`config.mk`:
```
export PLATFORM = sky130hd
export DESIGN_NAME = sparc_fetch_decode_ctrl
export DESIGN_NICKNAME = d
export VERILOG_FILES = /design/src/rtl/sparc_pkg.sv /design/src/rtl/sparc_ctrl_decode.sv /design/src/rtl/sparc_fetch_decode_ctrl.sv
export SDC_FILE = /design/constraint.sdc
export NUM_CORES = 1
export LEC_CHECK = 0
export ABC_CLOCK_PERIOD_IN_PS = 3500
export CORE_ASPECT_RATIO = 0.6
export CORE_MARGIN = 2
export CORE_UTILIZATION = 41
export CTS_BUF_LIST = sky130_fd_sc_hd__clkbuf_8
export DETAILED_ROUTE_END_ITERATION = 10
export GPL_TIMING_DRIVEN = 0
export PLACE_DENSITY = 0.92
export SLEW_MARGIN = 20
export SYNTH_ARGS = -nofsm -noshare
export SYNTH_HDL_FRONTEND = slang
export SYNTH_SLANG_ARGS = --single-unit
```
`constraint.sdc`:
```
create_clock -name clk -period 3.5 [get_ports clk]
set_input_delay 0.7 -clock clk [delete_from_list [all_inputs] [get_ports clk]]
set_output_delay 0.7 -clock clk [all_outputs]
set_load 0.05 [all_outputs]
```
`src/rtl/sparc_pkg.sv`:
```
// Shared encodings for the SPARC-subset front end: instruction fields, ALU opcodes,
// data-memory sizes and the bit layout of the 19-bit control word.
package sparc_pkg;

    localparam int CTRL_W = 19;

    localparam logic [1:0] OP_FMT2  = 2'b00;
    localparam logic [1:0] OP_CALL  = 2'b01;
    localparam logic [1:0] OP_ARITH = 2'b10;
    localparam logic [1:0] OP_MEM   = 2'b11;

    localparam logic [2:0] OP2_BICC  = 3'b010;
    localparam logic [2:0] OP2_SETHI = 3'b100;

    localparam logic [5:0] OP3_SLL  = 6'b100101;
    localparam logic [5:0] OP3_SRL  = 6'b100110;
    localparam logic [5:0] OP3_SRA  = 6'b100111;
    localparam logic [5:0] OP3_JMPL = 6'b111000;

    localparam logic [3:0] ALU_ADD   = 4'b0000;
    localparam logic [3:0] ALU_SLL   = 4'b1010;
    localparam logic [3:0] ALU_SRL   = 4'b1011;
    localparam logic [3:0] ALU_SRA   = 4'b1101;
    localparam logic [3:0] ALU_PASSB = 4'b1110;

    localparam logic [1:0] DM_BYTE   = 2'b00;
    localparam logic [1:0] DM_HALF   = 2'b01;
    localparam logic [1:0] DM_WORD   = 2'b10;
    localparam logic [1:0] DM_DOUBLE = 2'b11;

    localparam logic [1:0] SEL_NPC  = 2'b00;
    localparam logic [1:0] SEL_TA   = 2'b01;
    localparam logic [1:0] SEL_ALU  = 2'b10;
    localparam logic [1:0] SEL_HOLD = 2'b11;

    localparam int SIG_JMPL    = 0;
    localparam int SIG_CALL    = 1;
    localparam int SIG_LOAD    = 2;
    localparam int SIG_RF_WE   = 3;
    localparam int SIG_DM_SE   = 4;
    localparam int SIG_DM_RW   = 5;
    localparam int SIG_DM_EN   = 6;
    localparam int SIG_DM_SZ_L = 7;
    localparam int SIG_DM_SZ_H = 8;
    localparam int SIG_CC_EN   = 9;
    localparam int SIG_I31     = 10;
    localparam int SIG_I30     = 11;
    localparam int SIG_I24     = 12;
    localparam int SIG_I13     = 13;
    localparam int SIG_ALU_L   = 14;
    localparam int SIG_ALU_H   = 17;
    localparam int SIG_BRANCH  = 18;

    // ld/st op3[1:0] order is word, byte, half, double
    function automatic logic [1:0] dm_size(input logic [1:0] op3_lo);
        logic [1:0] sz;
        case (op3_lo)
            2'b00:   sz = DM_WORD;
            2'b01:   sz = DM_BYTE;
            2'b10:   sz = DM_HALF;
            2'b11:   sz = DM_DOUBLE;
            default: sz = DM_WORD;
        endcase
        return sz;
    endfunction

endpackage

```
`src/rtl/sparc_ctrl_decode.sv`:
```
// Combinational decoder: IF/ID instruction word to the 19-bit control word.
module sparc_ctrl_decode
    import sparc_pkg::*;
(
    input  logic [31:0]       instr,
    output logic [CTRL_W-1:0] instr_signals
);

    logic [1:0] w_op;
    logic [2:0] w_op2;
    logic [5:0] w_op3;
    logic       w_unused;

    assign w_op     = instr[31:30];
    assign w_op2    = instr[24:22];
    assign w_op3    = instr[24:19];
    assign w_unused = ^{instr[29:25], instr[18:14], instr[12:0]};

    // Field-by-field decode; unrecognised format-2 words keep only the raw bits
    always_comb begin
        instr_signals              = 19'd0;
        instr_signals[SIG_I31]     = instr[31];
        instr_signals[SIG_I30]     = instr[30];
        instr_signals[SIG_I24]     = instr[24];
        instr_signals[SIG_I13]     = instr[13];
        case (w_op)
            OP_FMT2: begin
                case (w_op2)
                    OP2_BICC: instr_signals[SIG_BRANCH] = 1'b1;
                    OP2_SETHI: begin
                        instr_signals[SIG_RF_WE]             = 1'b1;
                        instr_signals[SIG_ALU_H:SIG_ALU_L]   = ALU_PASSB;
                    end
                    default: instr_signals[SIG_BRANCH] = 1'b0;
                endcase
            end
            OP_CALL: begin
                instr_signals[SIG_CALL]  = 1'b1;
                instr_signals[SIG_RF_WE] = 1'b1;
            end
            OP_ARITH: begin
                instr_signals[SIG_RF_WE] = 1'b1;
                if (w_op3[5] == 1'b0) begin
                    instr_signals[SIG_ALU_H:SIG_ALU_L] = w_op3[3:0];
                    instr_signals[SIG_CC_EN]           = w_op3[4];
                end else begin
                    case (w_op3)
                        OP3_SLL:  instr_signals[SIG_ALU_H:SIG_ALU_L] = ALU_SLL;
                        OP3_SRL:  instr_signals[SIG_ALU_H:SIG_ALU_L] = ALU_SRL;
                        OP3_SRA:  instr_signals[SIG_ALU_H:SIG_ALU_L] = ALU_SRA;
                        OP3_JMPL: instr_signals[SIG_JMPL]            = 1'b1;
                        default:  instr_signals[SIG_ALU_H:SIG_ALU_L] = ALU_ADD;
                    endcase
                end
            end
            OP_MEM: begin
                instr_signals[SIG_DM_EN]               = 1'b1;
                instr_signals[SIG_DM_SZ_H:SIG_DM_SZ_L] = dm_size(w_op3[1:0]);
                if (w_op3[2]) begin
                    instr_signals[SIG_DM_RW] = 1'b1;
                end else begin
                    instr_signals[SIG_LOAD]  = 1'b1;
                    instr_signals[SIG_RF_WE] = 1'b1;
                    instr_signals[SIG_DM_SE] = w_op3[3];
                end
            end
            default: instr_signals[SIG_DM_EN] = 1'b0;
        endcase
    end

endmodule

```
`src/rtl/sparc_fetch_decode_ctrl.sv`:
```
// PC register with +4 incrementer and four-way next-PC select, plus the control decoder.
module sparc_fetch_decode_ctrl
    import sparc_pkg::*;
(
    input  logic              clk,
    input  logic              clr,
    input  logic              LE,
    input  logic [1:0]        mux_select,
    input  logic [31:0]       TA,
    input  logic [31:0]       ALU_OUT,
    input  logic [31:0]       instr,
    output logic [31:0]       PC,
    output logic [31:0]       nPC,
    output logic [CTRL_W-1:0] instr_signals
);

    logic [31:0] r_pc;
    logic [31:0] w_npc;
    logic [31:0] w_pc_next;

    assign w_npc = r_pc + 32'd4;

    // Next-PC source mux
    always_comb begin
        w_pc_next = w_npc;
        case (mux_select)
            SEL_NPC:  w_pc_next = w_npc;
            SEL_TA:   w_pc_next = TA;
            SEL_ALU:  w_pc_next = ALU_OUT;
            SEL_HOLD: w_pc_next = r_pc;
            default:  w_pc_next = r_pc;
        endcase
    end

    // PC register: clear wins over hold, hold wins over load
    always_ff @(posedge clk) begin
        if (clr) begin
            r_pc <= 32'd0;
        end else if (LE) begin
            r_pc <= w_pc_next;
        end else begin
            r_pc <= r_pc;
        end
    end

    assign PC  = r_pc;
    assign nPC = w_npc;

    sparc_ctrl_decode u_decode (
        .instr         (instr),
        .instr_signals (instr_signals)
    );

endmodule

```
==> results of run 1 <==
[layout make-up]
type / count / share of cell area
Buffer: 34 / 0.0324
Inverter: 16 / 0.0126
Timing Repair Buffer: 159 / 0.327
Clock inverter: 1 / 0.00632
Multi-Input combinational cell: 312 / 0.444
Clock buffer: 7 / 0.0203
Sequential cell: 32 / 0.135
Tap cell: 87 / 0.0229
[cells by family after synthesis]
family / count (synthesis) / share of synthesized area
muxes: 3 / 0.0102
buffers and inverters: 50 / 0.0726
and+or+nand+nor: 152 / 0.268
xor gates and xnor gates: 28 / 0.0832
DFF: 32 / 0.217
adders and majority gates: 12 / 0.0510
AOI/OAI and AO/OA: 117 / 0.298
[cell usage in the layout (no fill, tap or decap), types with 4 or more instances in the layout]
master             n
clkbuf_1          23
dlymetal6s2s_1    10
o211ai_1           4
and2_1             5
dfxtp_1           32
clkbuf_8           7
or3_1              5
o21ai_0           12
a22oi_1           17
a211oi_1           4
clkdlybuf4s50_1  132
nand3_1           20
o32ai_1            4
a22o_1            18
nor3_1             8
nand2_1           44
and3_1             5
a31oi_1            9
dlygate4sd2_1      6
xnor2_1           22
a221oi_1           6
clkbuf_2          11
buf_4              6
nor4_1             5
or4_1              4
a21oi_1           11
ha_1              12
nor2_1            28
inv_1             15
nand4_1           10
xor2_1             6
[layer usage]
metal  GRT usage  vias to the layer above
li1            -                     1806
met1       0.439                     1878
met2       0.505                      306
met4      0.0705                        0
met5           0                        -
met3       0.106                       27
[what timing repair did]
item | CTS | global route
gates resized for setup | 20 | 33
setup endpoints to repair | 18 | 21
gates cloned | 0 | 0
[worst paths after layout]
kind	end	cells past startpoint	slack, ps	start
setup reg to reg	PC[22]	6	1240	PC[2]
setup / recovery	instr_signals[17]	7	30	instr[19]
hold reg to reg	PC[15]	2	550	PC[15]
hold / removal	PC[15]	2	550	PC[15]
[worst min-delay path, stage by stage, from the launching register on]
cell,delay (ps)
dfxtp_1,340
nand3_1,70
o211ai_1,80
[per-stage QoR]
step	utilization	setup TNS, ps
floorplan	-	0
global placement	0.682	-1120
detailed placement	0.682	-1540
CTS	0.699	0
global route	0.697	0
finish	0.697	0
[power by group through the flow]
stage,Sequential [uW],Clock (uW),Combinational [uW]
6_report,419,410,612
5_1_grt,422,419,636
4_1_cts,417,402,603
3_5_place_dp,425,0,607
3_3_place_gp,423,0,597
2_1_floorplan,488,0,285
==> reports/qor.csv, run 1 <==
metric;value;unit
outcome;complete, no violations;
grt_pass1_wl;20500;um
gp_congestion;0.957;
detail-route-antenna-nets;0;
nNetsFinal;673;
synthTopCellsByArea;dfxtp_1, xnor2_1, nand2_1, a22o_1, ha_1;
ctsHoldBuffers;0;
crit_chain;clkdlybuf4s50_1 > inv_1 > ha_1 > o311ai_1 > o21ai_0 > a21o_1 > dlygate4sd2_1;
crit_path_top_delay_cell;clkdlybuf4s50_1;
grt_pass1_vias;3914;
tritoncts_num_sinks;32;
worst_ep_required_time;2800;ps
comb_power_share;0.425;
max-vdd-ir-drop;0.256;mV
netlist.area_leader.share;0.217;
track_usage;0.325;
wl_met1;5610;um
grt_max_degree;11;
clkPwrFrac;0.284;
dpl_worst_slack;-370;ps
regArea;641;um^2
path_delay_family;buffers and inverters;
syn-cell-area;2950;um^2
netlist_instances;394;
syn_nets;507;
p_int;868;uW
rows;23;
coreArea;6820;um^2
fin_worst_skew;6.96;ps
largest_reg_flops;32;
fmax;288;MHz
final.fill_count;556;
critPathKind;input port to primary output;
slew_viol_final;0;
power_leakage;0.00197;uW
period_needed;3470;ps
antenna_found_initial;0;
final_cells;648;
cpPeakStageDelay;510;ps
worst_pin_slew;836;ps
yosysMostFrequentCell;nand2_1;
die-area;7900;um^2
cap_violations;0;
num_vias;4017;
vias_per_cell;6.20;
total_power;1440;uW
drtIter0Drc;502;
ios;184;
synth_area_per_cell;7.48;um^2
cts_tree;built;
wl_met2;5800;um
power_frac_seq;0.291;
final_area;4750;um^2
cts_setup_buffers;0;
cts_buffers;5;
portBuffers;159;
yosys.area.top_type;dfxtp_1;
clock_path_buffers;2;
diodes;0;
dpl.hpwl;10100;um
ys_ff_latch;32;
postPlaceCellArea;4650;um^2
seq_area_frac_synth;0.217;
area_delta_synth_final;61.4;%
start_util;0.432;
setup_viol;0;
cts.reportedPaths.clkPinSlew;70;ps
multi_input_area;2110;um^2
grt-ovfl-total;0;
rsz0062_at_grt;false;
start_kind;input port;
worst_slack;29.7;ps
wl_per_cell;20.6;um
cts_htree_levels;2;
whs;546;ps
die_y;69.7;um
yosys_warnings;0;
top_layer_used;met4;
synth_flop_cell;dfxtp_1;
synthDistinctLibCells;57;
crit_buf_inv;3;
max_slew_margin;0.441;
crit_arrival;2770;ps
synth_common_cells;nand2_1, dfxtp_1, nor2_1;
wirelength;13300;um
root_buffer;clkbuf_8;
async_reset_ff_frac;0;
finalHoldViolCount;0;
hold_path.class;flip-flop to flip-flop;
power_density;303;nW/um^2
end_kind;primary output;
die_w;113;um
dr.pass1.iters;8;
swShare;0.398;
wl_met3;1750;um
cp_max_fo;4;
p_sw;573;uW
worstSkewPairLatency;290;ps
placed_cells;640;
synth_edf_count;0;
min_period_over_period;0.992;
drive_gt1_frac;0.0660;
drc_errors;0;
Note: power is estimated with default switching activity, not from simulation.
==> run 2, diff against run 1 <==
--- a/config.mk
+++ b/config.mk
@@ -5,7 +5,7 @@
 export SDC_FILE = /design/constraint.sdc
 export NUM_CORES = 1
 export LEC_CHECK = 0
-export ABC_CLOCK_PERIOD_IN_PS = 3500
+export ABC_CLOCK_PERIOD_IN_PS = 4150
 export CORE_ASPECT_RATIO = 0.6
 export CORE_MARGIN = 2
 export CORE_UTILIZATION = 41
==> constraint.sdc (replaced) <==
create_clock -name clk -period 4.15 [get_ports clk]
set_input_delay 0.83 -clock clk [delete_from_list [all_inputs] [get_ports clk]]
set_output_delay 0.83 -clock clk [all_outputs]
set_load 0.05 [all_outputs]
==> reports/qor.csv, run 2 (same netlist as run 1, synthesis figures left out) <==
metric;value;unit;change
grt_pass1_vias;3901;;-0.33%
vias_per_cell;6.26;;+0.90%
drtIter0Drc;594;;+18%
start_kind;input port;;
crit_arrival;3220;ps;+450 ps
diodes;0;;unchanged
fmax;247;MHz;
r2r-start;PC[7];;
setup_viol;0;;unchanged
postPlaceCellArea;4650;um^2;about the same
cts.reportedPaths.clkPinSlew;70;ps;about the same
cts_htree_levels;2;;unchanged
worst_ep_required_time;3320;ps;+520 ps
ios;184;;unchanged
tritoncts_num_sinks;32;;unchanged
power_leakage;0.00175;uW;-11%
final_cell_mix;clkdlybuf4s50_1, nand2_1, dfxtp_1;;
nNetsFinal;673;;unchanged
finalHoldViolCount;0;;unchanged
detail-route-antenna-nets;0;;unchanged
layout_commonest_cell;clkdlybuf4s50_1;;
die_w;113;um;unchanged
area_delta_synth_final;61.3;%;about the same
largest_reg_flops;32;;unchanged
final_area;4750;um^2;about the same
hold_start;PC[0];;
wl_met1;5180;um;-7.7%
power_density;243;nW/um^2;-20%
dpl.hpwl;9900;um;-1.8%
max_slew_margin;0.420;;-0.0210
dr.pass1.iters;5;;-3
outcome;complete, no violations;;
cap_violations;0;;unchanged
worstSkewPairLatency;300;ps;about the same
slew_viol_final;0;;unchanged
wl_met3;1950;um;+12%
rsz0062_at_grt;false;;
worst_pin_slew;867;ps;+31.4 ps
drive_gt1_frac;0.0393;;-0.0267
wl_per_cell;20.4;um;-0.77%
critPathKind;input port to primary output;;
antenna_found_initial;0;;unchanged
grt_pass1_wl;20800;um;+1.4%
top_layer_used;met5;;
coreArea;6820;um^2;unchanged
rows;23;;unchanged
min_period_over_period;0.976;;
cp-startpoint;instr[30];;
gp_congestion;0.954;;-0.38%
num_vias;4047;;+0.75%
hold_path.class;flip-flop to flip-flop;;
cp_max_fo;4;;unchanged
max-vdd-ir-drop;0.160;mV;-38%
cts_buffers;5;;unchanged
track_usage;0.328;;+0.00332
end_kind;primary output;;
root_buffer;clkbuf_8;;
start_util;0.432;;unchanged
wl_met2;5780;um;-0.41%
drc_errors;0;;unchanged
fin_worst_skew;11.2;ps;+4.22 ps
clock_path_buffers;2;;unchanged
cts_tree;built;;
die_y;69.7;um;unchanged
fin_util;0.697;;about the same
period_needed;4050;ps;
die-area;7900;um^2;unchanged
wirelength;13200;um;-0.92%
grt_max_degree;11;;unchanged
grt-ovfl-total;0;;unchanged
portBuffers;159;;unchanged
ctsHoldBuffers;0;;unchanged
[run 2: cell type report]
class                   count  area (um^2)
repair buffers            159         1590
plain buffers              34          154
inverters                  16         60.1
multi-input cells         312         2100
well taps                  87          109
clock buffers               7         96.3
flip-flops and latches     32          641
fillers                   571         2070
[run 2: layer usage]
metal	vias to the layer above	global-route usage
met2	330	0.499
met1	1874	0.441
li1	1798	-
met3	43	0.0979
met4	2	0.102
met5	-	0.0467
[run 2: timing repair]
action	in CTS	in global routing
gates resized for setup	1	1
cloned	0	0
setup buffers	0	0
hold endpoints to repair	0	0
setup endpoints to repair	2	1
[run 2: worst paths after layout]
path	endpoint	slack, ps	depth (start not counted)
max	instr_signals[3]	100	6
min	PC[0]	530	2
max reg2reg	PC[29]	1840	6
min reg2reg	PC[0]	530	2
[run 2: metrics by stage]
step / setup WS, ps / setup TNS [ps] / std cells / total power (uW) / hold WS, ps
after floorplan: 299 / 0 / 394 / 651 / 716
after global placement: 92.7 / 0 / 640 / 860 / 505
after detailed placement: -38.9 / -58.4 / 640 / 869 / 519
after CTS: 43.7 / 0 / 647 / 1130 / 531
after global routing: 30.0 / 0 / 647 / 1190 / 555
final: 101 / 0 / 647 / 1150 / 525
[run 2: where the power goes]
part	switching (uW)	leakage [uW]	internal, uW	total, uW
logic	319	0.00144	204	523
registers	29.0	0.000260	324	353
clock network	128	0.0000503	148	276
[run 2: worst max-delay path, stage by stage]
cell and delay, ps:
clkdlybuf4s50_1 490, inv_1 120, ha_1 200, nor4bb_2 560, o21bai_1 190, clkdlybuf4s50_1 820
==> run 3, diff against run 2 <==
--- a/config.mk
+++ b/config.mk
@@ -10,6 +10,7 @@
 export CORE_MARGIN = 2
 export CORE_UTILIZATION = 41
 export CTS_BUF_LIST = sky130_fd_sc_hd__clkbuf_8
+export CTS_CLUSTER_DIAMETER = 50
 export DETAILED_ROUTE_END_ITERATION = 10
 export GPL_TIMING_DRIVEN = 0
 export PLACE_DENSITY = 0.92
==> results of run 3 <==
No change in the layout: final DEF, timing and power equal those of run 2.
